==> config.mk <==
export PLATFORM = sky130hd
export DESIGN_NAME = wb_stage
export DESIGN_NICKNAME = d
export VERILOG_FILES = /design/src/rtl/wb_stage_pkg.sv /design/src/rtl/wb_stage_load_align.sv /design/src/rtl/wb_stage.sv
export SDC_FILE = /design/constraint.sdc
export NUM_CORES = 1
export LEC_CHECK = 0
export CORE_AREA = 3 3 134 136
export DETAILED_ROUTE_END_ITERATION = 6
export DIE_AREA = 0 0 137 139
export PLACE_DENSITY = 0.75
export SYNTH_ARGS = -nofsm -noshare
export SYNTH_HDL_FRONTEND = slang
export SYNTH_SLANG_ARGS = --single-unit
==> constraint.sdc <==
create_clock -name clk -period 7.04 [get_ports clk]
set_clock_uncertainty 0.15 [all_clocks]
set_input_delay 0.704 -clock clk [delete_from_list [all_inputs] [get_ports clk]]
set_output_delay 0.704 -clock clk [all_outputs]
set_load 0.02 [all_outputs]
==> src/rtl/wb_stage_pkg.sv <==
// wb_stage_pkg: shared constants and types for the writeback stage.
//   - Datapath and register-address widths.
//   - Load funct3 encodings (LB .. LWU; 3'b111 is treated as LD).
//   - Writeback entry state encoding.
package wb_stage_pkg;

    localparam int XLEN    = 64;
    localparam int RADDR_W = 5;

    localparam logic [2:0] F3_LB  = 3'b000;
    localparam logic [2:0] F3_LH  = 3'b001;
    localparam logic [2:0] F3_LW  = 3'b010;
    localparam logic [2:0] F3_LD  = 3'b011;
    localparam logic [2:0] F3_LBU = 3'b100;
    localparam logic [2:0] F3_LHU = 3'b101;
    localparam logic [2:0] F3_LWU = 3'b110;

    typedef enum logic [1:0] {
        WB_EMPTY   = 2'd0,
        WB_WAIT_LD = 2'd1,
        WB_RDY     = 2'd2
    } wb_state_e;

endpackage

==> src/rtl/wb_stage_load_align.sv <==
// wb_load_align: combinational load formatter.
//   raw_i    : raw XLEN-bit load word
//   off_i    : byte offset of the load inside the word
//   funct3_i : load size/sign encoding
//   data_o   : word shifted down by the offset, then sign/zero-extended
// Misaligned offsets are not checked; bytes shifted in from the top are zero.
module wb_load_align
    import wb_stage_pkg::*;
#(
    parameter int XW = XLEN
) (
    input  logic [XW-1:0] raw_i,
    input  logic [2:0]    off_i,
    input  logic [2:0]    funct3_i,
    output logic [XW-1:0] data_o
);

    logic [XW-1:0] shifted;

    always_comb begin
        shifted = raw_i >> {off_i, 3'b000};
        data_o  = shifted;
        case (funct3_i)
            F3_LB:   data_o = {{(XW-8){shifted[7]}},   shifted[7:0]};
            F3_LH:   data_o = {{(XW-16){shifted[15]}}, shifted[15:0]};
            F3_LW:   data_o = {{(XW-32){shifted[31]}}, shifted[31:0]};
            F3_LBU:  data_o = {{(XW-8){1'b0}},         shifted[7:0]};
            F3_LHU:  data_o = {{(XW-16){1'b0}},        shifted[15:0]};
            F3_LWU:  data_o = {{(XW-32){1'b0}},        shifted[31:0]};
            default: data_o = shifted; // LD and the unused 3'b111 encoding
        endcase
    end

endmodule

==> src/rtl/wb_stage.sv <==
// wb_stage: writeback stage of the NPC pipeline, feeding the regfile write port.
//   clk, rst_n           : clock, asynchronous active-low reset
//   mem_*                : instruction from the memory stage (valid/ready handshake)
//   ld_rvalid_i/rdata_i  : late load data strobe and raw 64-bit word
//   wr_addr/data/en_o    : register file write port
//   byp_valid/addr/data_o: decode bypass, identical to the write port
// Optional macro WB_COMMIT_TRACE_EN adds commit_valid_o, commit_pc_o and
// instret_o (retire pulse, retiring PC, 64-bit retired-instruction count).
//
// One-entry buffer: an entry is written in the cycle it sits in RDY, so a new
// accept can overlap the retire and back-to-back instructions flow at one per
// cycle. Only a load still waiting for data (WAIT_LD) stalls the memory stage.
module wb_stage
    import wb_stage_pkg::*;
#(
    parameter int XLEN    = wb_stage_pkg::XLEN,
    parameter int RADDR_W = wb_stage_pkg::RADDR_W
) (
    input  logic               clk,
    input  logic               rst_n,
    input  logic               mem_valid_i,
    output logic               mem_ready_o,
    input  logic [RADDR_W-1:0] mem_rd_i,
    input  logic               mem_rd_wen_i,
    input  logic               mem_is_load_i,
    input  logic [2:0]         mem_funct3_i,
    input  logic [2:0]         mem_off_i,
    input  logic [XLEN-1:0]    mem_alu_i,
    input  logic [XLEN-1:0]    mem_pc_i,
    input  logic               ld_rvalid_i,
    input  logic [XLEN-1:0]    ld_rdata_i,
    output logic [RADDR_W-1:0] wr_addr_o,
    output logic [XLEN-1:0]    wr_data_o,
    output logic               wr_en_o,
    output logic               byp_valid_o,
    output logic [RADDR_W-1:0] byp_addr_o,
    output logic [XLEN-1:0]    byp_data_o
`ifdef WB_COMMIT_TRACE_EN
    ,
    output logic               commit_valid_o,
    output logic [XLEN-1:0]    commit_pc_o,
    output logic [63:0]        instret_o
`endif
);

    wb_state_e          state_q, state_d;
    logic [RADDR_W-1:0] rd_q, rd_d;
    logic               rd_wen_q, rd_wen_d;
    logic [2:0]         funct3_q, funct3_d;
    logic [2:0]         off_q, off_d;
    logic [XLEN-1:0]    data_q, data_d;

    logic               accept;
    logic               retire;
    logic [2:0]         align_off;
    logic [2:0]         align_funct3;
    logic [XLEN-1:0]    align_data;

    // A waiting load formats with its held size/offset; otherwise the
    // formatter serves a load whose data arrives together with the accept.
    assign align_off    = (state_q == WB_WAIT_LD) ? off_q    : mem_off_i;
    assign align_funct3 = (state_q == WB_WAIT_LD) ? funct3_q : mem_funct3_i;

    wb_load_align #(.XW(XLEN)) u_align (
        .raw_i    (ld_rdata_i),
        .off_i    (align_off),
        .funct3_i (align_funct3),
        .data_o   (align_data)
    );

    assign mem_ready_o = (state_q != WB_WAIT_LD);
    assign accept      = mem_valid_i & mem_ready_o;
    assign retire      = (state_q == WB_RDY);

    always_comb begin
        state_d  = state_q;
        rd_d     = rd_q;
        rd_wen_d = rd_wen_q;
        funct3_d = funct3_q;
        off_d    = off_q;
        data_d   = data_q;

        case (state_q)
            WB_WAIT_LD: begin
                if (ld_rvalid_i) begin
                    data_d  = align_data;
                    state_d = WB_RDY;
                end
            end
            WB_RDY:  state_d = WB_EMPTY; // retires this cycle regardless
            default: state_d = WB_EMPTY;
        endcase

        // Never true in WAIT_LD, so it cannot clobber a waiting load.
        if (accept) begin
            rd_d     = mem_rd_i;
            rd_wen_d = mem_rd_wen_i;
            funct3_d = mem_funct3_i;
            off_d    = mem_off_i;
            if (!mem_is_load_i) begin
                data_d  = mem_alu_i;
                state_d = WB_RDY;
            end else if (ld_rvalid_i) begin
                data_d  = align_data;
                state_d = WB_RDY;
            end else begin
                data_d  = '0;
                state_d = WB_WAIT_LD;
            end
        end
    end

    always_ff @(posedge clk or negedge rst_n) begin
        if (!rst_n) begin
            state_q  <= WB_EMPTY;
            rd_q     <= '0;
            rd_wen_q <= 1'b0;
            funct3_q <= '0;
            off_q    <= '0;
            data_q   <= '0;
        end else begin
            state_q  <= state_d;
            rd_q     <= rd_d;
            rd_wen_q <= rd_wen_d;
            funct3_q <= funct3_d;
            off_q    <= off_d;
            data_q   <= data_d;
        end
    end

    // x0 writes still retire but never reach the regfile or bypass.
    assign wr_en_o     = retire & rd_wen_q & (rd_q != '0);
    assign wr_addr_o   = rd_q;
    assign wr_data_o   = data_q;
    assign byp_valid_o = wr_en_o;
    assign byp_addr_o  = rd_q;
    assign byp_data_o  = data_q;

`ifdef WB_COMMIT_TRACE_EN
    logic [XLEN-1:0] pc_q, pc_d;
    logic [63:0]     instret_q, instret_d;

    always_comb begin
        pc_d      = accept ? mem_pc_i : pc_q;
        instret_d = retire ? instret_q + 64'd1 : instret_q;
    end

    always_ff @(posedge clk or negedge rst_n) begin
        if (!rst_n) begin
            pc_q      <= '0;
            instret_q <= '0;
        end else begin
            pc_q      <= pc_d;
            instret_q <= instret_d;
        end
    end

    assign commit_valid_o = retire;
    assign commit_pc_o    = pc_q;
    assign instret_o      = instret_q;
`else
    logic unused_pc;
    assign unused_pc = ^mem_pc_i;
`endif

endmodule

==> flow_metrics.tcl <==
set metrics [dict create \
    finalWirelength_mm 23.5 \
    path_class "primary input to flop" \
    slowest_stage "buf_4" \
    internal_power_w 0.00134 \
    syn_nets 936 \
    seq_area_frac_synth_pct 33.0 \
    clockRootBuffer "clkbuf_16" \
    grt_pass1_wl_mm 35.7 \
    slew_headroom_pct 26.3 \
    drc 0 \
    p_sw_w 0.000785 \
    post-cts-setup-buffer-count 0 \
    pwr-share-comb_pct 45.6 \
    hp-start "rd_wen_q" \
    yosysTopAreaCellShare_pct 33.0 \
    hold_class "flop to flop" \
    antenna_left 0 \
    finalHoldViolCount 0 \
    via_per_inst 5.42 \
    drv_slew 0 \
    syn_avg_cell_area_um2 8.13 \
    post_cts_resize_count 0 \
    grt_pass1_vias 6094 \
    reg2reg_to "byp_data_o[53]" \
    seq_area_um2 1950 \
    ys.flop_type "dfrtp_1" \
    rrSetupSlack_ps 3110 \
    critPathMaxFanout 64 \
    rsz0062_at_grt "false" \
    route.vias.total 6198 \
    max_freq_mhz 252 \
    cts_htree_levels 3 \
    rows 48 \
    p_leak_nw 3.59 \
    place_hpwl_mm 17.4 \
    min_period_ps 3970 \
    sw_frac_of_total_pct 37.0 \
    grtUsageTotal_pct 24.1 \
    routedWlPerCell_um 20.5 \
    numCtsBuffers 9 \
    endpoint_kind "flop" \
    grt_antenna_before_repair 3 \
    initial_utilization_pct 34.6 \
    synth_top_area_cell "dfrtp_1" \
    outcome "finished clean" \
    cts_hold_buffers 0 \
    p_clk_share_pct 25.7 \
    grt_max_degree 96 \
    setup_violations 0 \
    core_region_area_um2 17100 \
    ios 350 \
    final_common_cell "clkdlybuf4s50_1" \
    worstPathCellList "clkdlybuf4s50_1 > mux2i_4 > buf_4 > mux2i_1 > a22o_1 > nor3_2 > nor3_4 > buf_4 > a221oi_1" \
    worst_ep_required_time_ps 7140 \
    path_delay_family "buffers and inverters" \
    clockBufferDepth 2 \
    layout.nets 1122 \
    die_w_um 137 \
    placed_cells_incl_taps 1127 \
    overflow 0 \
    reg2reg_from "state_q[1]" \
    clkLatencyLatePin_ps 350 \
    cts_tree "built" \
    worst_ep_arrival_time_ps 4060 \
    synth_area_um2 5910 \
    yosys-top-cells-area "dfrtp_1, mux2i_1, buf_4" \
    io_buffers 285 \
    multi_input_area_um2 3210 \
    power_density_nw_per_um2 243 \
    ys_ff_latch 78 \
    slowest_delay_ps 720 \
    fill_cells 1667 \
    synthArstFlopShare_pct 100 \
    most-common-layout-cells "clkdlybuf4s50_1, nand2_1, a21oi_1, dfrtp_1, mux2i_1" \
    holdPathStages 1 \
    crit_buf_inv 3 \
    die_height_um 139 \
    fin_tns_setup_ps 0 \
    ys_types 43 \
    syn_inst 727 \
    syn_to_final_growth_pct 47.7 \
    path_clk_slew_ps 60 \
    die-area_um2 19000 \
    drv_cap 0 \
    seqPwrFrac_pct 28.6 \
    layoutNonFillerInstCount 1144 \
    ys_warn_count 0 \
    synth_edf_count 0 \
    worstRegToRegCells 10 \
    drt-initial-drc-count 385 \
    ir_drop_mv 0.125 \
    path_common_cell "buf_4" \
    drive_above_1_share_pct 5.66 \
    min_to "rd_wen_q" \
    firstDrtPassIters 5 \
    gp_congestion 0.895 \
    cts.sinks 78 \
    finalCritPeriodShare_pct 56.3 \
    start_kind "primary input" \
    tightest_slew_ps 1100 \
]
[synth_stat cells (7+ instances only)]
library cell    n
a211oi_1       23
o21ai_0        25
nand2_1       135
nand3_1         7
a2bb2oi_1       7
nor2_1         49
o41ai_1         7
dfrtp_1        78
o22a_1          7
a21oi_1        86
buf_4          72
nor2b_1         8
and2_1         10
o22ai_1        28
a31oi_1        10
mux2_2         15
clkbuf_1       31
mux2i_1        62
buf_2          10
o2bb2ai_1       9
[worst max path at each step]
stage / cells past startpoint / slack, ps / end / start
4_1_cts: 9 / 3080 / byp_data_o[53] / mem_off_i[0]
3_3_place_gp: 9 / 2790 / byp_data_o[53] / mem_off_i[0]
6_report: 9 / 3070 / byp_data_o[53] / mem_off_i[0]
2_1_floorplan: 10 / 4520 / byp_data_o[15] / state_q[1]
3_5_place_dp: 9 / 2710 / byp_data_o[48] / mem_off_i[0]
5_1_grt: 10 / 2820 / byp_data_o[53] / state_q[0]
[stage by stage]
step                      hold slack, ps  power [W]  util [%]  area, µm²  setup WS (ps)
after floorplan                      258    0.00118         -       5910           4520
after global placement               339    0.00157      49.1       8380           2790
after detailed placement             348    0.00158      49.1       8380           2710
after CTS                            364    0.00214      51.1       8720           3080
after global routing                 391    0.00223      51.1       8720           2820
final                                362    0.00212      51.1       8720           3070
[sequential cells by signal, summed over array words and instances (netlist names)]
name,cells
rd_wen_q,1
byp_addr_o,5
state_q,2
funct3_q,3
byp_data_o,64
off_q,3
[cell type report]
class	count	area share (%)
sequential	78	22.4
inverter	2	0.0861
clock buffer	10	2.62
tap	225	3.23
antenna	1	0.0287
multi-input combinational	526	36.8
clock inverter	6	1.25
timing repair buffer	296	33.6
[layer usage]
metal,part of all wire [%],track usage [%]
met2,46,38.1
met4,2.4,7.77
met1,43,32.2
met5,0.094,0
met3,8.1,6.06
[cell families after synthesis]
family / share of synthesized area, %
AO/OA/AOI/OAI: 24.2
AND/OR/NAND/NOR: 16.0
buffers and inverters: 13.0
multiplexers: 13.7
flip-flops: 33.0
[power groups by stage]
stage / Combinational [W] / Clock [W] / Sequential [W]
after detailed placement: 0.000967 / 0 / 0.000613
after global routing: 0.00103 / 0.000577 / 0.000618
after CTS: 0.000970 / 0.000557 / 0.000608
final: 0.000968 / 0.000546 / 0.000607
after global placement: 0.000957 / 0 / 0.000613
after floorplan: 0.000493 / 0 / 0.000687
Note: power is estimated with default switching activity, not from simulation.
